**config.mk**
```make
export PLATFORM = sky130hd
export DESIGN_NAME = fp_aligner
export DESIGN_NICKNAME = d
export VERILOG_FILES = /design/src/rtl/fp_aligner.sv
export SDC_FILE = /design/constraint.sdc
export NUM_CORES = 1
export LEC_CHECK = 0
export ABC_AREA = 1
export BUFFER_PORTS_ARGS = -buffer_cell sky130_fd_sc_hd__buf_2
export CAP_MARGIN = 20
export CORE_AREA = 4 4 109 111
export DETAILED_ROUTE_END_ITERATION = 8
export DIE_AREA = 0 0 113 115
export PLACE_DENSITY_LB_ADDON = 0.05
export SLEW_MARGIN = 20
export SYNTH_ARGS = -nofsm -noshare
export SYNTH_HDL_FRONTEND = slang
export SYNTH_SLANG_ARGS = --single-unit
export TNS_END_PERCENT = 5
```
**constraint.sdc**
```tcl
create_clock -name clk -period 2 [get_ports clk]
set_input_delay 0 -clock clk [delete_from_list [all_inputs] [get_ports clk]]
set_output_delay 0 -clock clk [all_outputs]
set_load 0.02 [all_outputs]
```
**src/rtl/fp_aligner.sv**
```systemverilog
// fp_aligner
// Aligns two IEEE-754 single-precision operands ahead of an adder: the
// larger operand (by effective exponent, then significand) is passed
// through unchanged, and the smaller operand's significand is shifted
// right one bit per clock until both share the larger exponent. The
// guard, round and sticky bits of the shifted significand are kept.
//
// Ports
//   clk, rst_n            : clock, asynchronous active-low reset
//   in_valid / in_ready   : operand handshake (a, b accepted in IDLE)
//   a, b                  : single-precision operands
//   out_valid / out_ready : result handshake (held in DONE)
//   exp_out               : effective exponent of the larger operand
//   mant_big              : larger significand including hidden bit
//   mant_small            : smaller significand after alignment
//   guard, round, sticky  : bits shifted out of mant_small
//   sign_big, sign_small  : signs of the larger / smaller operand
//   swap                  : 1 when b was chosen as the larger operand

module fp_aligner (
    input  logic        clk,
    input  logic        rst_n,
    input  logic        in_valid,
    output logic        in_ready,
    input  logic [31:0] a,
    input  logic [31:0] b,
    output logic        out_valid,
    input  logic        out_ready,
    output logic [7:0]  exp_out,
    output logic [23:0] mant_big,
    output logic [23:0] mant_small,
    output logic        guard,
    output logic        round,
    output logic        sticky,
    output logic        sign_big,
    output logic        sign_small,
    output logic        swap
);

    typedef enum logic [1:0] {
        IDLE,
        SHIFT,
        DONE
    } state_t;

    state_t      state;
    state_t      state_next;

    logic [7:0]  eff_a;
    logic [7:0]  eff_b;
    logic [23:0] sig_a;
    logic [23:0] sig_b;
    logic        b_big;
    logic [7:0]  eff_big;
    logic [7:0]  eff_small;
    logic [23:0] sig_big;
    logic [23:0] sig_small;
    logic [7:0]  diff;
    logic [4:0]  cnt_init;
    logic        accept;

    logic [25:0] sr;
    logic [4:0]  cnt;
    logic        sticky_r;

    // Denormals and zero have no hidden bit and behave as exponent 1.
    assign eff_a = (a[30:23] == 8'd0) ? 8'd1 : a[30:23];
    assign eff_b = (b[30:23] == 8'd0) ? 8'd1 : b[30:23];
    assign sig_a = {(a[30:23] != 8'd0), a[22:0]};
    assign sig_b = {(b[30:23] != 8'd0), b[22:0]};

    // Strict comparison so that equal magnitudes keep a as the big operand.
    assign b_big     = {eff_b, sig_b} > {eff_a, sig_a};
    assign eff_big   = b_big ? eff_b : eff_a;
    assign eff_small = b_big ? eff_a : eff_b;
    assign sig_big   = b_big ? sig_b : sig_a;
    assign sig_small = b_big ? sig_a : sig_b;
    assign diff      = eff_big - eff_small;

    // Beyond 26 positions every bit has already left sr, so more shifting
    // would only cost cycles.
    assign cnt_init  = (diff > 8'd26) ? 5'd26 : diff[4:0];

    assign accept    = in_valid && (state == IDLE);
    assign in_ready  = (state == IDLE);
    assign out_valid = (state == DONE);

    assign mant_small = sr[25:2];
    assign guard      = sr[1];
    assign round      = sr[0];
    assign sticky     = sticky_r;

    always_ff @(posedge clk or negedge rst_n) begin
        if (!rst_n) begin
            state <= IDLE;
        end else begin
            state <= state_next;
        end
    end

    always_comb begin
        state_next = state;
        case (state)
            IDLE: begin
                if (accept) begin
                    state_next = (cnt_init == 5'd0) ? DONE : SHIFT;
                end
            end
            SHIFT: begin
                if (cnt == 5'd1) begin
                    state_next = DONE;
                end
            end
            DONE: begin
                if (out_ready) begin
                    state_next = IDLE;
                end
            end
            default: state_next = IDLE;
        endcase
    end

    always_ff @(posedge clk or negedge rst_n) begin
        if (!rst_n) begin
            exp_out    <= 8'd0;
            mant_big   <= 24'd0;
            sign_big   <= 1'b0;
            sign_small <= 1'b0;
            swap       <= 1'b0;
            sr         <= 26'd0;
            cnt        <= 5'd0;
            sticky_r   <= 1'b0;
        end else if (accept) begin
            exp_out    <= eff_big;
            mant_big   <= sig_big;
            sign_big   <= b_big ? b[31] : a[31];
            sign_small <= b_big ? a[31] : b[31];
            swap       <= b_big;
            sr         <= {sig_small, 2'b00};
            cnt        <= cnt_init;
            sticky_r   <= 1'b0;
        end else if (state == SHIFT) begin
            sticky_r   <= sticky_r | sr[0];
            sr         <= sr >> 1;
            cnt        <= cnt - 5'd1;
        end
    end

endmodule
```
==> results.md, run 1 <==
- Status: finished with violations
- Failing checks: negative setup slack
- Layout cells sized above 1: around a third
- Routed vias: between 5000 and 6000
- Unique cell type count in the Yosys netlist: 43
- Initial antenna violation count: 0
- Initial core utilization: around 44%
- Area leader, netlist: dfrtp_1
- DRT iter0 DRCs: roughly 280
- Post-Synth XOR/XNOR Area: less than 1%
- H-tree depth: 3
- Synth area leaders: dfrtp_1 36%, nand2_1 12%, ha_1 8.9%
- Main combinational cell family by area after synthesis: simple AND/OR/NAND/NOR gates
- Ys async rst share: 100%
- Top-Level Pins: ~130
- Clock Latency Late Sink: around 0.36 ns
- Placeable Area: approximately 11000 um2
- Max Cap Violations: 0
- Leakage: about 3.6 nW
- Seq/Total Area, Yosys: 36.2%
- Worst hold path class: input port to flop
- WL/cell: 15.2 um
- GRT overflow: 0
- CP Capture Type: flop
- Reg power frac: a little under a third
- Slew of the pin with the lowest slew margin: around 0.40 ns
- Met3 routed WL: between 800 and 900 um
- Achievable clock frequency: ~360 MHz
- Kind of critical path: input port to flop
- First-pass GRT wire length: 25600 um
- Clock slew at reported path FFs: around 0.08 ns
- Mux cell area share after synthesis: 0%
- Final Hold Violating Endpoints: 0
- Relative slew slack: 73.4%
- Fin Setup TNS: -26.56 ns
- Row count: 38
- Most frequent cell after synthesis: nand2_1
- Metal-1 WL: slightly below 7000 um
- DIE HEIGHT: 115 um
- Routed Wire Length: 15500 um
- Top cells by count, synth: 152 x nand2_1, 84 x o21ai_0, 73 x inv_1
- Mapped Nets: 748
- Max IR drop VDD: around 0.58 mV
- Reg-to-reg slack, setup: a little over 0.3 ns
- Routed Antenna Nets: 0
- CP peak stage delay: 0.29 ns
- Post-Synth Simple-Gate Area: between 20% and 30%
- Total CTS buffers: 9
- Fin util: between 60 and 70%
- Cell internal pwr: 4.67 mW
- Combinational share of power: 54.0%
- Fin crit share: 140%
- Top cell type's share of synthesized area: between 30 and 40%
- Largest net degree at the start of global routing: 70
- Num Clock Sinks: 69
- Net Sw Power: about 3.8 mW
- Hold WS: between 0.007 and 0.008 ns
- Detailed Place HPWL: roughly 11000 um
- CTS Root Buffer Type: clkbuf_8
- CP max stage cell: nor4_4
- Max Root-Sink Buffers: 2
- Routed vias/inst: roughly 5.2
- Vias in the first global route: 5385
- Setup ws final: -0.809 ns
- Die area: around 13000 um2
- Total GRT Usage: between 20% and 30%
- Min cycle time layout: 2.81 ns
- Syn Inst Count: between 600 and 700
- Synthesized flop and latch total: 69
- Post-Synth Adder-Cell Area: slightly below 9%
- WL met2: 7490 um
- Req. time, crit path: between 2 and 2.5 ns
- Crit-path leading delay family: simple AND/OR/NAND/NOR gates
- PD cells: 1220 nW/um2
- Layout area overhead: 45.5%
- Crit start category: input port
- Maximum fanout along the worst path: 3
- Setup Skew: around 0.0053 ns
- Total power: approximately 8.5 mW
- Unrepaired setup endpoints after global routing: true
- Drt first pass iters: 4
- Worst EP arrival: slightly above 3 ns
- Clk pwr share: 15.6%
- DRC violations left: 0
- Yosys warns: 0
- Gpl congestion: 0.817
- Avg Cell Area, Syn: around 7.4 um2
- Synthesized cell area: about 4800 um2
- Setup Viol. Count Final: 65
- IO buf count: ~130
- Layout net count: between 900 and 1000
- Filler cells: approximately 960
- CP Buf/Inv Count: 4
- Synth Area in Compound Gates: 21.9%
- Max Slew Vio Count: 0
- Die Wd: about 110 um
- Top Metal Used: met4
- Number of diodes: 0
- Post-synth EDFFs: 0
- Ys flop type: dfrtp_1
- CTS tree: built
- Sw Ratio: between 40% and 50%
==> per-layer routing <==
metal  GRT usage, %  up-vias
met5              0        -
li1               -     2629
met3           3.53       24
met2           42.5      154
met1           30.6     2489
met4           8.57        0
==> power groups by stage <==
stage	Combinational [mW]	Sequential, mW	Clock [mW]
final	4.58	2.58	1.33
after CTS	4.54	2.57	1.35
after detailed placement	4.42	2.59	0
after floorplan	2.04	3.29	0
after global placement	4.36	2.57	0
after global routing	5.03	2.67	1.41
==> repair_timing <==
item / CTS / global route
buffers inserted: 3 / 2
endpoints found under the hold margin: 93 / 0
endpoints found under the setup margin: 65 / 65
pin swaps: 10 / 27
gates resized for setup: 34 / 24
hold buffers: 27 / 0
==> sequential cells by signal, summed over array words and instances, names as in the netlist <==
register	flops
cnt	5
exp_out	8
mant_big	24
sign_big	1
sign_small	1
sr	26
state	2
sticky	1
swap	1
==> worst paths after layout <==
check,startpoint,endpoint,cells past startpoint
min in group asynchronous,rst_n,mant_big[14],3
max in group asynchronous,rst_n,exp_out[1],3
min reg2reg,mant_big[11],mant_big[11],2
max reg2reg,state[0],sr[13],6
min,a[19],mant_big[19],4
max,a[27],cnt[3],28
==> metrics by stage <==
| stage | instance area (um2) | cells | setup slack [ns] |
|---|---|---|---|
| 2_1_floorplan | 4830 | 646 | -0.846 |
| 3_3_place_gp | 6240 | 970 | -1.01 |
| 3_5_place_dp | 6240 | 970 | -1.09 |
| 4_1_cts | 6850 | 1016 | -0.644 |
| 5_1_grt | 6950 | 1018 | -1.08 |
| 6_report | 6950 | 1018 | -0.809 |
==> area by class of cell <==
class                           instances  area (um2)  share of cell area (%)
Multi-Input combinational cell        464        2780                    40.1
Timing Repair Buffer                  251        1740                    25.1
Sequential cell                        69        1730                    24.9
Inverter                               78         293                    4.21
Tap cell                              140         175                    2.52
Clock buffer                           10         138                    1.98
Clock inverter                          6        86.3                    1.24
==> cell families after synthesis <==
family | Yosys count
xor+xnor | 1
fa+ha+maj | 34
flops | 69
buf+inv | 113
simple gates | 258
compound gates | 171
==> cells in the final DEF, fill, tap and decap left out, drive strengths merged <==
master         n
o21a           1
buf          224
or4            1
o32ai          1
clkinv         4
clkbuf        10
nor2          55
nand2        158
o21ai         91
ha            34
xnor2          1
dfrtp         69
dlygate4sd3   27
o22ai          2
a31oi          4
bufinv         2
or2            3
o31ai          1
nand4          7
o21bai         1
o2111a         1
a21oi         17
o221ai         4
nor4           2
nand3         28
a2bb2oi       20
nor3           4
a22oi          2
inv           77
clkinvlp       1
a21o           3
o211ai        22
o22a           1
==> worst min-delay path: cells and delay by family <==
kind	cells	cell delay (ns)
buf+inv	2	0.18
compound gates	1	0.12
simple gates	1	0.03
No activity file was read; power rests on OpenSTA's default activity.
==> run 2: changes to the inputs <==
==> constraint.sdc (replaced) <==
create_clock -name clk -period 2 [get_ports clk]
set_input_delay 0.1 -clock clk [delete_from_list [all_inputs] [get_ports clk]]
set_output_delay 0.1 -clock clk [all_outputs]
set_load 0.02 [all_outputs]
==> run 2 against run 1 <==
- the flow still finishes with violations (negative setup slack)
- utilization is 3.0 points lower
- routed wire length is 4.9% lower
- die area stayed put
- non-clock buffer count is 23 lower
- total power is 4.5% lower
- setup slack worse by 0.062 ns
- cell count is 2.3% lower
- fmax is 2.2% lower
- clock-buffer cell count is 1 higher
- critical path type unchanged
- critical endpoint unchanged
- largest cell class unchanged
==> results.md, run 2 (same netlist as run 1, synthesis figures left out) <==
- Top flop regs: sr: 26 flops, mant_big: 24 flops, exp_out: 8 flops (unchanged)
- Min cycle time layout: 2.87 ns (was 2.81 ns)
- Leakage: 3.51 nW (was 3.63 nW)
- CP Capture Type: flop (unchanged)
- Worst hold path class: input port to flop (unchanged)
- Die area: 13000 um2 (unchanged)
- Most common cell after layout, fill and taps aside: nand2_1 (unchanged)
- Net Sw Power: 3.77 mW (was 3.82 mW)
- Dpl ws: -1.24 ns (was -1.09 ns)
- PD cells: 1220 nW/um2 (about the same)
- Max Cap Violations: 0 (unchanged)
- Initial antenna violation count: 0 (unchanged)
- DIE HEIGHT: 115 um (unchanged)
- Req. time, crit path: 2.23 ns (was 2.25 ns)
- Layout cells sized above 1: 34.3% (was 33.1%)
- Layout area overhead: 38.6% (was 45.5%)
- Max IR drop VDD: 0.571 mV (was 0.584 mV)
- Worst EP arrival: 3.10 ns (was 3.06 ns)
- Num Clock Sinks: 69 (unchanged)
- Crit start category: input port (unchanged)
- Unrepaired setup endpoints after global routing: true (unchanged)
- CP max stage cell: nor4_4 (unchanged)
- Placeable Area: 10800 um2 (unchanged)
- Placed inst area: 6250 um2 (was 6240 um2)
- Routed vias/inst: 5.17 (was 5.20)
- Status: finished with violations (unchanged)
- Sw Ratio: 46.5% (was 45.0%)
- Row count: 38 (unchanged)
- DRT iter0 DRCs: 331 (was 279)
- Final Hold Violating Endpoints: 0 (unchanged)
- DRC violations left: 0 (unchanged)
- Hold WS: 0.0143 ns (was 0.00728 ns)
- R2R cell count: 7 (was 6)
- Setup Viol. Count Final: 65 (unchanged)
- CTS tree: built (unchanged)
- Achievable clock frequency: 348 MHz (was 356 MHz)
- Largest net degree at the start of global routing: 70 (unchanged)
- Total GRT Usage: 23.3% (was 24.2%)
- First-pass GRT wire length: 24500 um (was 25600 um)
- Max reg flops: 26 (unchanged)
- Clock slew at reported path FFs: 0.08 ns (about the same)
- Reg with most FFs: sr (unchanged)
- Layout net count: 952 (was 975)
- Gpl congestion: 0.816 (was 0.817)
- Routed Antenna Nets: 0 (unchanged)
- GRT overflow: 0 (unchanged)
- CP peak stage delay: 0.26 ns (was 0.29 ns)
- Total CTS buffers: 9 (unchanged)
- Detailed Place HPWL: 11000 um (about the same)
- Drt first pass iters: 5 (was 4)
- Kind of critical path: input port to flop (unchanged)
- Top-Level Pins: 132 (unchanged)
- RR Startpoint: state[0] (unchanged)
- Clock Latency Late Sink: 0.35 ns (was 0.36 ns)
- Failing checks: negative setup slack (unchanged)
- Final cell count without fillers: 995 (was 1018)
- Reg-to-reg slack, setup: 0.36 ns (was 0.31 ns)
- Setup ws final: -0.871 ns (was -0.809 ns)
- Die Wd: 113 um (unchanged)
- Cell internal pwr: 4.34 mW (was 4.67 mW)
- Final instance area: 6620 um2 (was 6950 um2)
- WL/cell: 14.8 um (was 15.2 um)
- Slew of the pin with the lowest slew margin: 0.408 ns (was 0.398 ns)
- Fin crit share: 144% (was 140%)
- CP endpoint: cnt[3] (unchanged)
- Max Root-Sink Buffers: 2 (unchanged)
- Routed vias: 5141 (was 5296)
- CTS Root Buffer Type: clkbuf_8 (unchanged)
- Routed Wire Length: 14800 um (was 15500 um)
- Number of diodes: 0 (unchanged)
- Crit path launch: a[27] (unchanged)
- Placed cell count: 971 (was 970)
- Total power: 8.10 mW (was 8.49 mW)
- R2r endpoint: sr[11] (was sr[13])
- Initial core utilization: 44.2% (unchanged)
- Max Slew Vio Count: 0 (unchanged)
- Reg power frac: 31.6% (was 30.4%)
- Setup Skew: 0.0118 ns (was 0.00527 ns)
- Maximum fanout along the worst path: 3 (unchanged)
- Worst hold path depth: 3 (was 4)
- H-tree depth: 3 (unchanged)
- Commonest cells after routing, fill and taps aside: 143 x nand2_1, 129 x buf_2, 87 x buf_4 (was 144 x nand2_1, 127 x buf_2, 84 x buf_4)
- Clk pwr share: 12.5% (was 15.6%)
- Combinational share of power: 55.9% (was 54.0%)
- IO buf count: 131 (unchanged)
- Vias in the first global route: 5174 (was 5385)
- Relative slew slack: 72.8% (was 73.4%)
==> run 2: area by class of cell <==
type / instances / area (um2)
Inverter: 78 / 295
Tap cell: 140 / 175
Clock buffer: 11 / 131
Timing Repair Buffer: 228 / 1510
Clock inverter: 5 / 27.5
Multi-Input combinational cell: 464 / 2760
Fill cell: 970 / 4170
Sequential cell: 69 / 1730
==> run 2: how the worst min path moves through the flow <==
stage	start	slack, ns	end
global placement	rst_n	0.16	mant_big[13]
floorplan	rst_n	-0.20	cnt[0]
global route	a[13]	0.004	mant_big[13]
CTS	a[13]	0.002	mant_big[13]
detailed placement	rst_n	0.16	mant_big[14]
finish	a[13]	0.01	mant_big[13]
==> run 2: through the flow <==
stage	setup TNS [ns]	util, %
global route	-41.36	61.3
detailed placement	-64.02	57.9
CTS	-25.48	60.7
floorplan	-32.71	-
finish	-28.18	61.3
global placement	-58.68	57.9
==> run 2: power groups by stage <==
stage,registers [mW],clock network [mW],logic [mW]
2_1_floorplan,3.29,0,2.04
3_3_place_gp,2.57,0,4.36
3_5_place_dp,2.58,0,4.43
4_1_cts,2.57,1.04,4.53
5_1_grt,2.66,1.10,4.98
6_report,2.56,1.01,4.53
==> run 2: critical path: cells and delay by family <==
family                   cells  cell delay, ns
AND/OR/NAND/NOR             20            2.09
buffers and inverters        3            0.27
AO/OA/AOI/OAI                2            0.20
adder cells (fa/ha/maj)      2            0.39
==> run 2: layer usage <==
metal	part of all wire, %	GRT usage, %
met5	0	0
met4	1.4	6.89
met3	6.3	5.00
met2	48	40.0
met1	45	29.6
==> run 2: what timing repair did <==
| action | 4_1_cts | 5_1_grt |
|---|---|---|
| buffers inserted | 5 | 2 |
| setup endpoints to repair | 65 | 65 |
| gates resized for setup | 45 | 19 |
| gates cloned | 0 | 0 |
| hold endpoints to repair | 69 | 0 |
| hold buffers | 1 | 0 |
| pin swaps | 19 | 13 |
==> run 3: changes to the inputs <==
ABC_AREA = unset   (was 1)
CORE_AREA = 4 4 111 113   (was 4 4 109 111)
DIE_AREA = 0 0 115 117   (was 0 0 113 115)
==> run 3 against run 2 <==
- the flow still finishes with violations (negative setup slack)
- synthesized cell count decreased by 7.3%
- sequential power hardly changed
- register-to-register slack got worse by 0.26 ns
- largest power group unchanged
- highest routed layer unchanged
==> results.md, run 3 <==
- CTS Root Buffer Type: clkbuf_16 (was clkbuf_8)
- Met3 routed WL: 729 um (was 926 um)
- Initial antenna violation count: 0 (unchanged)
- DRT iter0 DRCs: 219 (was 331)
- DRC violations left: 0 (unchanged)
- Layout cells sized above 1: 36.4% (was 34.3%)
- Post-synth EDFFs: 0 (unchanged)
- Worst EP arrival: 3.71 ns (was 3.10 ns)
- Ys flop type: dfrtp_1 (unchanged)
- Total CTS buffers: 9 (unchanged)
- Top cells by count, synth: 108 x nand2_1, 69 x dfrtp_1, 49 x o21ai_0 (was 152 x nand2_1, 84 x o21ai_0, 73 x inv_1)
- Failing checks: negative setup slack (unchanged)
- Filler cells: 1050 (was 970)
- Routed vias/inst: 5.27 (was 5.17)
- Dpl ws: -1.92 ns (was -1.24 ns)
- Crit start category: input port (unchanged)
- Top cell type's share of synthesized area: 34.5% (was 36.2%)
- Clock Latency Late Sink: 0.34 ns (was 0.35 ns)
- Fin Setup TNS: -52.02 ns (was -28.18 ns)
- Crit-path leading delay family: simple AND/OR/NAND/NOR gates (unchanged)
- Kind of critical path: input port to flop (unchanged)
- Top Metal Used: met4 (unchanged)
- IO buf count: 131 (unchanged)
- Max Slew Vio Count: 0 (unchanged)
- WL/cell: 15.7 um (was 14.8 um)
- Max IR drop VDD: 0.829 mV (was 0.571 mV)
- Setup ws final: -1.48 ns (was -0.871 ns)
- Top-Level Pins: 132 (unchanged)
- Detailed Place HPWL: 11600 um (was 11000 um)
- Routed Antenna Nets: 0 (unchanged)
- Vias in the first global route: 5004 (was 5174)
- Max Cap Violations: 0 (unchanged)
- Fin util: 61.3% (about the same)
- Placeable Area: 11300 um2 (was 10800 um2)
- Layout area overhead: 38.8% (was 38.6%)
- Max reg flops: 26 (unchanged)
- WL met2: 7460 um (was 7040 um)
- Total GRT Usage: 22.8% (was 23.3%)
- Status: finished with violations (unchanged)
- First-pass GRT wire length: 24200 um (was 24500 um)
- Slew of the pin with the lowest slew margin: 0.577 ns (was 0.408 ns)
- Ys async rst share: 100% (unchanged)
- Most frequent cell after synthesis: nand2_1 (unchanged)
- Num Clock Sinks: 69 (unchanged)
- Yosys warns: 0 (unchanged)
- Drt first pass iters: 5 (unchanged)
- Synth area leaders: dfrtp_1 35%, ha_1 8.5%, nand2_1 8.1% (was dfrtp_1 36%, nand2_1 12%, ha_1 8.9%)
- Routed vias: 5066 (was 5141)
- Layout net count: 916 (was 952)
- Achievable clock frequency: 287 MHz (was 348 MHz)
- Mapped Nets: 701 (was 748)
- Top flop regs: sr: 26 flops, mant_big: 24 flops, exp_out: 8 flops (unchanged)
- Total power: 8.17 mW (was 8.10 mW)
- Fin crit share: 174% (was 144%)
- DIE HEIGHT: 117 um (was 115 um)
- Most common cell after layout, fill and taps aside: buf_2 (was nand2_1)
- Synthesized cell area: 5000 um2 (was 4780 um2)
- Hold WS: 0.0737 ns (was 0.0143 ns)
- Worst path cell trace: buf_2 -> or4_4 -> nor2_4 -> inv_2 -> ha_4 -> nand4_1 -> nor3_2 -> nand3_1 -> a21boi_4 -> nor2_4 -> mux2i_1 -> ha_2 -> buf_4 -> a211o_1 -> o31a_2 -> o22ai_1 -> buf_4 -> a2111oi_2 -> nor4b_4 -> a31o_1
- Metal-1 WL: 6580 um (about the same)
- Setup Viol. Count Final: 66 (was 65)
- Maximum fanout along the worst path: 3 (unchanged)
- Area leader, netlist: dfrtp_1 (unchanged)
- Die area: 13500 um2 (was 13000 um2)
- CTS tree: built (unchanged)
- Multi-input gate area: 3030 um2 (was 2760 um2)
- GRT overflow: 0 (unchanged)
- Syn Inst Count: 599 (was 646)
- Placed cell count: 940 (was 971)
- Req. time, crit path: 2.23 ns (about the same)
- Min cycle time layout: 3.48 ns (was 2.87 ns)
- FF/Latch Area: 1730 um2 (unchanged)
- Leakage: 3.55 nW (was 3.51 nW)
- Seq/Total Area, Yosys: 34.5% (was 36.2%)
- Clock slew at reported path FFs: 0.06 ns (was 0.08 ns)
- Unique cell type count in the Yosys netlist: 66 (was 43)
- Unrepaired setup endpoints after global routing: true (unchanged)
- PD cells: 1180 nW/um2 (was 1220 nW/um2)
- Largest net degree at the start of global routing: 84 (was 70)
- Setup Skew: 0.00416 ns (was 0.0118 ns)
- CP Capture Type: flop (unchanged)
- Commonest cells after routing, fill and taps aside: 126 x buf_2, 108 x buf_4, 107 x nand2_1 (was 143 x nand2_1, 129 x buf_2, 87 x buf_4)
- CP peak stage delay: 0.55 ns (was 0.26 ns)
- Die Wd: 115 um (was 113 um)
- Gpl congestion: 0.869 (was 0.816)
- CP max stage cell: or4_4 (was nor4_4)
- Relative slew slack: 61.5% (was 72.8%)
- Avg Cell Area, Syn: 8.35 um2 (was 7.39 um2)
- Number of diodes: 0 (unchanged)
- Initial core utilization: 44.2% (about the same)
- Routed Wire Length: 15100 um (was 14800 um)
- CP Buf/Inv Count: 4 (was 3)
- Synthesized flop and latch total: 69 (unchanged)
- Final instance area: 6940 um2 (was 6620 um2)
- Max Root-Sink Buffers: 2 (unchanged)
- Worst hold path class: input port to flop (unchanged)
- Final cell count without fillers: 961 (was 995)
- Row count: 39 (was 38)
- Final Hold Violating Endpoints: 0 (unchanged)
- Placed inst area: 6520 um2 (was 6250 um2)
- Reg with most FFs: sr (unchanged)
- H-tree depth: 3 (unchanged)
run 3: power by group:
| part | internal (mW) | leakage [nW] | total (mW) | switching [mW] |
|---|---|---|---|---|
| Clock | 0.957 | 0.138 | 1.58 | 0.621 |
| Sequential | 2.08 | 0.843 | 2.53 | 0.448 |
| Combinational | 1.54 | 2.57 | 4.06 | 2.52 |
run 3: worst register-to-register path, delay by kind of cell, from the launching register on:
kind                       cells  cell delay [ns]
and+or+nand+nor                5             0.99
DFF                            1             0.38
AOI/OAI and AO/OA              1             0.21
adders and majority gates      1             0.15
buffers and inverters          1             0.10
run 3: logic make-up after synthesis:
logic type | Yosys count | synth area share (%)
xor+xnor | 7 | 1.38
flops | 69 | 34.5
fa+ha+maj | 34 | 8.50
buf+inv | 80 | 6.53
simple gates | 210 | 19.1
compound gates | 165 | 23.0
mux | 34 | 6.98
run 3: area by class of cell:
cell class	count	area share (%)
Sequential cell	69	24.9
Clock inverter	6	0.919
Timing Repair Buffer	242	22.5
Inverter	42	2.27
Clock buffer	9	3.24
Tap cell	143	2.58
Multi-Input combinational cell	450	43.6
run 3: path summary, 6_finish.rpt:
check,start,end,slack [ns],depth (start not counted)
min in group asynchronous,rst_n,mant_big[17],0.30,2
max reg2reg,cnt[1],state[1],0.10,8
min reg2reg,mant_big[7],mant_big[7],0.47,2
max,b[28],cnt[0],-1.48,20
max in group asynchronous,rst_n,mant_big[0],1.14,3
min,a[13],mant_big[13],0.07,3
run 3: layer usage:
metal,up-vias,global-route usage [%]
li1,2558,-
met1,2360,28.8
met2,127,39.5
met3,21,3.96
met4,0,7.90
met5,-,0
run 3: repair_timing:
action | CTS | global route
pin swaps | 3 | 2
resized for setup | 11 | 5
hold buffers | 1 | 0
setup buffers | 3 | 2
setup endpoints to repair | 66 | 66
endpoints found under the hold margin | 40 | 0
